===== src/rtl/nes_bus_pkg.sv =====
// Shared CPU-domain bus definitions: widths, owner codes, arbiter states.
// Used by the bus arbiter and by the sprite-DMA and APU masters.
// Pure declarations; no logic.
package nes_bus_pkg;

    localparam int ADDR_W = 16;
    localparam int DATA_W = 8;
    localparam int OWN_W  = 2;

    localparam logic [OWN_W-1:0] OWN_CPU = 2'd0;
    localparam logic [OWN_W-1:0] OWN_SPR = 2'd1;
    localparam logic [OWN_W-1:0] OWN_DMC = 2'd2;

    typedef enum logic [2:0] {
        S_CPU  = 3'd0,
        S_HALT = 3'd1,
        S_SPR  = 3'd2,
        S_DMC  = 3'd3,
        S_REL  = 3'd4
    } state_e;

    // Address / write-not / write-data bundle a master puts on the shared bus.
    typedef struct packed {
        logic [ADDR_W-1:0] addr;
        logic              wn;
        logic [DATA_W-1:0] wdata;
    } bus_t;

endpackage


===== src/rtl/nes_bus_mux.sv =====
// 3:1 mux of the address/wn/wdata bundle, selected by the owner code.
// Latency: combinational, zero cycles.
// Backpressure: none; the owner code alone decides who drives.
module nes_bus_mux
    import nes_bus_pkg::*;
#(
    parameter logic [1:0] OWN_CPU = nes_bus_pkg::OWN_CPU,
    parameter logic [1:0] OWN_SPR = nes_bus_pkg::OWN_SPR,
    parameter logic [1:0] OWN_DMC = nes_bus_pkg::OWN_DMC
) (
    input  logic [1:0] owner_i,
    input  bus_t       cpu_i,
    input  bus_t       spr_i,
    input  bus_t       dmc_i,
    output bus_t       bus_o
);

    // Select the owning master's bundle; unknown codes fall back to the CPU.
    always_comb begin
        bus_o = cpu_i;
        case (owner_i)
            OWN_CPU: bus_o = cpu_i;
            OWN_SPR: bus_o = spr_i;
            OWN_DMC: bus_o = dmc_i;
            default: bus_o = cpu_i;
        endcase
    end

endmodule


===== src/rtl/nes_bus_arbiter.sv =====
// System-bus owner: halts the 6502 via RDY and grants sprite DMA / DMC fetches.
// Latency: request -> RDY low 1 edge, grant 2 edges; release -> RDY high 2 edges.
// Backpressure: CPU write cycles defer the halt; requests wait, never dropped.
module nes_bus_arbiter
    import nes_bus_pkg::*;
#(
    parameter logic [1:0] OWN_CPU = nes_bus_pkg::OWN_CPU,
    parameter logic [1:0] OWN_SPR = nes_bus_pkg::OWN_SPR,
    parameter logic [1:0] OWN_DMC = nes_bus_pkg::OWN_DMC
) (
    input  logic        i_clk,
    input  logic        i_rstn,
    input  logic [15:0] i_cpu_addr,
    input  logic        i_cpu_wn,
    input  logic [7:0]  i_cpu_wdata,
    output logic        o_cpu_rdy,
    input  logic        i_spr_req,
    output logic        o_spr_gnt,
    input  logic [15:0] i_spr_addr,
    input  logic        i_spr_wn,
    input  logic [7:0]  i_spr_wdata,
    input  logic        i_dmc_req,
    output logic        o_dmc_gnt,
    input  logic [15:0] i_dmc_addr,
    output logic [15:0] o_bus_addr,
    output logic        o_bus_wn,
    output logic [7:0]  o_bus_wdata,
    output logic [1:0]  o_bus_owner
);

    state_e state_q;
    state_e state_d;
    bus_t   cpu_bus;
    bus_t   spr_bus;
    bus_t   dmc_bus;
    bus_t   bus_sel;

    // State register; reset drops any in-flight grant straight back to the CPU.
    always_ff @(posedge i_clk or negedge i_rstn) begin
        if (!i_rstn) begin
            state_q <= S_CPU;
        end else begin
            state_q <= state_d;
        end
    end

    // Next-state logic: DMC has priority over sprite DMA at every decision point.
    always_comb begin
        state_d = state_q;
        case (state_q)
            S_CPU: begin
                // The 6502 ignores RDY on writes, so only halt on a read cycle.
                if ((i_spr_req || i_dmc_req) && i_cpu_wn) begin
                    state_d = S_HALT;
                end
            end
            S_HALT: begin
                if (i_dmc_req) begin
                    state_d = S_DMC;
                end else if (i_spr_req) begin
                    state_d = S_SPR;
                end else begin
                    state_d = S_REL;
                end
            end
            S_SPR: begin
                if (i_dmc_req) begin
                    state_d = S_DMC;
                end else if (!i_spr_req) begin
                    state_d = S_REL;
                end
            end
            S_DMC: begin
                state_d = i_spr_req ? S_SPR : S_REL;
            end
            S_REL: begin
                state_d = S_CPU;
            end
            default: begin
                state_d = S_CPU;
            end
        endcase
    end

    // Handshake outputs and owner code decode from the registered state only.
    always_comb begin
        o_cpu_rdy   = (state_q == S_CPU);
        o_spr_gnt   = (state_q == S_SPR);
        o_dmc_gnt   = (state_q == S_DMC);
        o_bus_owner = OWN_CPU;
        if (state_q == S_SPR) begin
            o_bus_owner = OWN_SPR;
        end else if (state_q == S_DMC) begin
            o_bus_owner = OWN_DMC;
        end
    end

    // Per-master bundles; a DMC fetch is always a read with idle write data.
    always_comb begin
        cpu_bus       = '{addr: i_cpu_addr, wn: i_cpu_wn, wdata: i_cpu_wdata};
        spr_bus       = '{addr: i_spr_addr, wn: i_spr_wn, wdata: i_spr_wdata};
        dmc_bus       = '{addr: i_dmc_addr, wn: 1'b1, wdata: 8'h00};
    end

    nes_bus_mux #(
        .OWN_CPU (OWN_CPU),
        .OWN_SPR (OWN_SPR),
        .OWN_DMC (OWN_DMC)
    ) u_mux (
        .owner_i (o_bus_owner),
        .cpu_i   (cpu_bus),
        .spr_i   (spr_bus),
        .dmc_i   (dmc_bus),
        .bus_o   (bus_sel)
    );

    // Unpack the selected bundle onto the shared bus ports.
    always_comb begin
        o_bus_addr  = bus_sel.addr;
        o_bus_wn    = bus_sel.wn;
        o_bus_wdata = bus_sel.wdata;
    end

endmodule

===== config.mk =====
export PLATFORM = sky130hd
export DESIGN_NAME = nes_bus_arbiter
export DESIGN_NICKNAME = d
export VERILOG_FILES = /design/src/rtl/nes_bus_pkg.sv /design/src/rtl/nes_bus_mux.sv /design/src/rtl/nes_bus_arbiter.sv
export SDC_FILE = /design/constraint.sdc
export NUM_CORES = 1
export LEC_CHECK = 0
export CAP_MARGIN = 10
export CORE_UTILIZATION = 25
export CTS_BUF_LIST = sky130_fd_sc_hd__clkbuf_16
export CTS_CLUSTER_DIAMETER = 150
export CTS_CLUSTER_SIZE = 8
export DETAILED_ROUTE_END_ITERATION = 8
export PLACE_DENSITY = 0.81
export SYNTH_ARGS = -nofsm -noshare
export SYNTH_HDL_FRONTEND = slang
export SYNTH_SLANG_ARGS = --single-unit

===== constraint.sdc =====
create_clock -name i_clk -period 1.6 [get_ports i_clk]
set_clock_uncertainty 0.05 [all_clocks]
set_input_delay 0.48 -clock i_clk [delete_from_list [all_inputs] [get_ports i_clk]]
set_output_delay 0.48 -clock i_clk [all_outputs]
set_load 0.1 [all_outputs]

==> impl_metrics.tcl, run 1 <==
set metrics [dict create \
    result_of_the_run "did not finish" \
    flow.stopped_at "global routing (5_1_grt)" \
    tool.error "[ERROR DPL-0038] Utilization greater than 100%, impossible to legalize" \
    clock_path_buffers 2 \
    synth_top_area_share_pct 21.37 \
    grt_max_degree 20 \
    timing.repair.worst_endpoint_type "top-level output" \
    postSynthCellCount 107 \
    initial_core_util_pct 26.72 \
    synthesis.area_sq_um 749.5 \
    place_worst_setup_slack_ns -0.4368 \
    yosys_warnings 0 \
    synth_top_cells_by_area "sky130_fd_sc_hd__mux2i_1 21%, sky130_fd_sc_hd__o21ai_2 20%, sky130_fd_sc_hd__nand2_1 17%, sky130_fd_sc_hd__buf_6 11%, sky130_fd_sc_hd__dfrtp_1 10%" \
    synth.net_count 177 \
    synth_top_area_cell "sky130_fd_sc_hd__mux2i_1" \
    tritoncts.num_buffers 3 \
    dieWidth_um 56.75 \
    io_pins 100 \
    dieHeight_um 56.75 \
    clock_sink_count 3 \
    clock_tree.root_cell "sky130_fd_sc_hd__clkbuf_16" \
    num_rows 19 \
    synth_area_per_cell_sq_um 7.004 \
    yosys_register_bits 3 \
    htree_levels 1 \
    post_cts_hold_buffer_count 0 \
    ys_seq_area_share_pct 10.02 \
    dp.final_hpwl_um 3635 \
    portBuffers 99 \
    timing.grt.repair.worst_endpoint "o_bus_wdata[6]" \
    synth_cell_types 19 \
    gp_congestion 0.7518 \
]
-- metrics by stage --
| step | std cells | hold slack (ns) | cell area (sq um) |
|---|---|---|---|
| 2_1_floorplan | 107 | 0.1344 | 991.0 |
| 3_3_place_gp | 243 | 0.4970 | 2377 |
| 4_1_cts | 248 | 0.3970 | 2557 |
| 3_5_place_dp | 243 | 0.5117 | 2377 |
-- cell usage after synthesis --
cell                       count
sky130_fd_sc_hd__nor3b_1       1
sky130_fd_sc_hd__nand2b_1      1
sky130_fd_sc_hd__o21ai_1       5
sky130_fd_sc_hd__nand3_1       2
sky130_fd_sc_hd__o21ai_0       3
sky130_fd_sc_hd__buf_2         1
sky130_fd_sc_hd__buf_6         7
sky130_fd_sc_hd__buf_4         3
sky130_fd_sc_hd__or3_1         1
sky130_fd_sc_hd__a21oi_1       1
sky130_fd_sc_hd__dfrtp_1       3
sky130_fd_sc_hd__inv_1         2
sky130_fd_sc_hd__o21ai_2      17
sky130_fd_sc_hd__maj3_1        1
sky130_fd_sc_hd__nand2_1      34
sky130_fd_sc_hd__nor3_1        2
sky130_fd_sc_hd__nor2_1        6
sky130_fd_sc_hd__a31oi_1       1
sky130_fd_sc_hd__mux2i_1      16
-- timing repair --
| item | CTS |
|---|---|
| resized for setup | 64 |
| pin swaps | 23 |
| setup buffers | 1 |
| endpoints found under the setup margin | 30 |
-- logic make-up after synthesis --
group                    count (synthesis)  share of synthesized area, %
AO/OA/AOI/OAI                           27                         26.71
adder cells (fa/ha/maj)                  1                         1.336
buffers and inverters                   13                         15.19
flip-flops                               3                         10.02
multiplexers                            16                         21.37
AND/OR/NAND/NOR                         47                         25.38
==> run 2, diff against run 1 <==
CORE_AREA = 2 2 63 65   (was default)
CORE_UTILIZATION = default   (was 25)
CTS_BUF_LIST = default   (was sky130_fd_sc_hd__clkbuf_16)
CTS_CLUSTER_DIAMETER = default   (was 150)
CTS_CLUSTER_SIZE = default   (was 8)
DIE_AREA = 0 0 65 67   (was default)
PLACE_DENSITY = default   (was 0.81)
PLACE_DENSITY_LB_ADDON = 0.15   (was default)
==> impl_metrics.tcl, run 2 <==
set metrics [dict create \
    result_of_the_run "finished with violations" \
    failed_checks "setup timing" \
    report.final.setup_viol 30 \
    drt_pass1_iterations 4 \
    place_worst_setup_slack_ns -0.3887 \
    totalWireLength_um 3917 \
    layout_worst_path_cycle_share_pct 120.7 \
    share_of_final_layout_standard_cells_stronger_than_drive_strength_1_pct 50.23 \
    antenna_found_initial 0 \
    dieArea_sq_um 4355 \
    most-common-layout-cells "44 x sky130_fd_sc_hd__clkdlybuf4s50_1, 37 x sky130_fd_sc_hd__buf_12, 23 x sky130_fd_sc_hd__nand2_1, 23 x sky130_fd_sc_hd__o21ai_4, 18 x sky130_fd_sc_hd__dlygate4sd2_1" \
    max_cap_violations 0 \
    min_period_ns 1.932 \
    initial_core_util_pct 20.78 \
    clock_sink_count 3 \
    synth_fa_ha_area_share_pct 1.336 \
    grt_max_degree 17 \
    dp.final_hpwl_um 3106 \
    synth_top_area_share_pct 21.37 \
    synth_top_flop_cell "sky130_fd_sc_hd__dfrtp_1" \
    yosys_warnings 0 \
    clkLatencyLatePin_ns 0.22 \
    worstSetupEndpointType "output pin" \
    core_region_area_sq_um 3606 \
    smallest_hold_slack_ns 0.4015 \
    yosys_register_bits 3 \
    synth_cell_types 19 \
    grt-ovfl-total 0 \
    drc 0 \
    final_antenna_net_count 0 \
    portBuffers 99 \
    synth_area_per_cell_sq_um 7.004 \
    fin_worst_setup_slack_ns -0.3316 \
    clock_path_buffers 2 \
    slew_headroom_pct 83.65 \
    dieWidth_um 65 \
    worstSetupPathType "in2out" \
    rsz0062_at_grt "yes" \
    synthXorXnorAreaFrac_pct 0 \
    num-fill-cells 253 \
    wl_per_cell_um 14.89 \
    synth-edff-count 0 \
    timing.critical_path.arrival_ns 1.40 \
    area_delta_synth_final_pct 249.6 \
    largest_regs "state_q (3)" \
    finalHoldViolations 0 \
    detail_route.vias_per_cell 4.475 \
    grt_pass1_vias 1185 \
    synth_area_in_simple_gates_pct 25.38 \
    worst_min_path_class "in2async" \
    htree_levels 1 \
    async_flop_share_pct 100.0 \
    dominant_combinational_cell_family_by_area_after_synthesis "compound AO/OA/AOI/OAI gates" \
    largest_register_by_flop_count "state_q" \
    synthesis.area_sq_um 749.5 \
    mostFrequentLayoutCell "sky130_fd_sc_hd__clkdlybuf4s50_1" \
    synth_common_cells "34 x sky130_fd_sc_hd__nand2_1, 17 x sky130_fd_sc_hd__o21ai_2, 16 x sky130_fd_sc_hd__mux2i_1, 7 x sky130_fd_sc_hd__buf_6, 6 x sky130_fd_sc_hd__nor2_1" \
    synth.net_count 177 \
    report.final.slew_viol_count 0 \
    timing.critical_path.required_ns 1.07 \
    synth_compound_gate_area_share_pct 26.71 \
    synth_top_cells_by_area "sky130_fd_sc_hd__mux2i_1 21%, sky130_fd_sc_hd__o21ai_2 20%, sky130_fd_sc_hd__nand2_1 17%, sky130_fd_sc_hd__buf_6 11%, sky130_fd_sc_hd__dfrtp_1 10%" \
    num_rows 22 \
    cts.clk_slew.worst_paths_ns 0.03 \
    tritoncts.num_buffers 3 \
    layout.nets 286 \
    synth_top_area_cell "sky130_fd_sc_hd__mux2i_1" \
    dieHeight_um 67 \
    grt_pass1_wl_um 5589 \
    startpoint_type "input pin" \
    vias 1177 \
    timing.fmax_mhz 517.7 \
    muxShareOfSynthArea_pct 21.37 \
    timing_worst_slew_pin_value_ns 0.2405 \
    postSynthCellCount 107 \
    yosysMostFrequentCell "sky130_fd_sc_hd__nand2_1" \
    io_pins 100 \
    diodes 0 \
    largest_register_ffs 3 \
    gp_congestion 0.8501 \
    dr.first_iter.drc_count 29 \
    ys_seq_area_share_pct 10.02 \
    crit_fanout 1 \
    tritoncts "built" \
    post_cts_hold_buffer_count 0 \
    global_route.usage.total_pct 17.10 \
    clock_tree.root_cell "sky130_fd_sc_hd__clkbuf_8" \
]
==> run 2: cell counts after synthesis <==
No cell type changed its count.
==> run 2: final cells by class <==
| cell class | instances | area [sq um] | share of cell area [%] |
|---|---|---|---|
| clock buffers | 4 | 45.04 | 1.719 |
| inverters | 2 | 7.507 | 0.2865 |
| multi-input cells | 91 | 925.9 | 35.34 |
| flip-flops and latches | 3 | 76.32 | 2.913 |
| well taps | 48 | 60.06 | 2.292 |
| repair buffers | 115 | 1505 | 57.45 |
==> run 2: cell families (layout without fill, tap and decap cells) <==
family          count (synthesis)  after routing
simple gates                   47             47
compound gates                 27             27
mux                            16             16
buf+inv                        13            121
flops                           3              3
fa+ha+maj                       1              1
==> run 2: per-layer routing <==
metal,wire length (um),vias to the layer above,global-route usage [%],share of wire (%)
met5,0,-,0,0
met4,74,0,6.649,1.9
met3,287,8,4.899,7.3
met2,2124,54,32.35,54
met1,1431,538,17.65,37
li1,-,577,-,-
==> run 2: worst paths after layout <==
kind	start	end	slack (ns)	cells past startpoint
max in group asynchronous	i_rstn	state_q[0]	0.93	1
min in group i_clk	state_q[2]	state_q[0]	0.61	3
worst min-delay path	i_rstn	state_q[1]	0.40	1
worst max-delay path	i_spr_addr[10]	o_bus_addr[10]	-0.33	4
worst max register to register	state_q[0]	state_q[0]	0.21	5
worst min register to register	state_q[2]	state_q[0]	0.61	3
==> run 2: timing repair <==
item | in CTS | in global routing
endpoints found under the setup margin | 30 | 30
pin swaps | 23 | 7
buffers inserted | 2 | 0
gates resized for setup | 39 | 25
==> run 2: metrics by stage <==
| stage | std cells | util, % | cell area [sq um] | setup TNS [ns] |
|---|---|---|---|---|
| final | 263 | 72.66 | 2620 | -8.556 |
| after global routing | 263 | 72.66 | 2620 | -9.803 |
| after CTS | 263 | 70.16 | 2530 | -8.904 |
| after detailed placement | 257 | 66.93 | 2414 | -8.895 |
| after global placement | 257 | 66.93 | 2414 | -8.297 |
| after floorplan | 107 | - | 991.0 | -11.64 |
==> run 2: critical path: stages <==
cell	delay, ns
sky130_fd_sc_hd__clkdlybuf4s50_1	0.50
sky130_fd_sc_hd__mux2i_4	0.08
sky130_fd_sc_hd__o21ai_4	0.15
sky130_fd_sc_hd__buf_12	0.19
Power of run 2 is not shown: default switching activity piles up to over one toggle a cycle in this logic, so the estimate is an artifact.
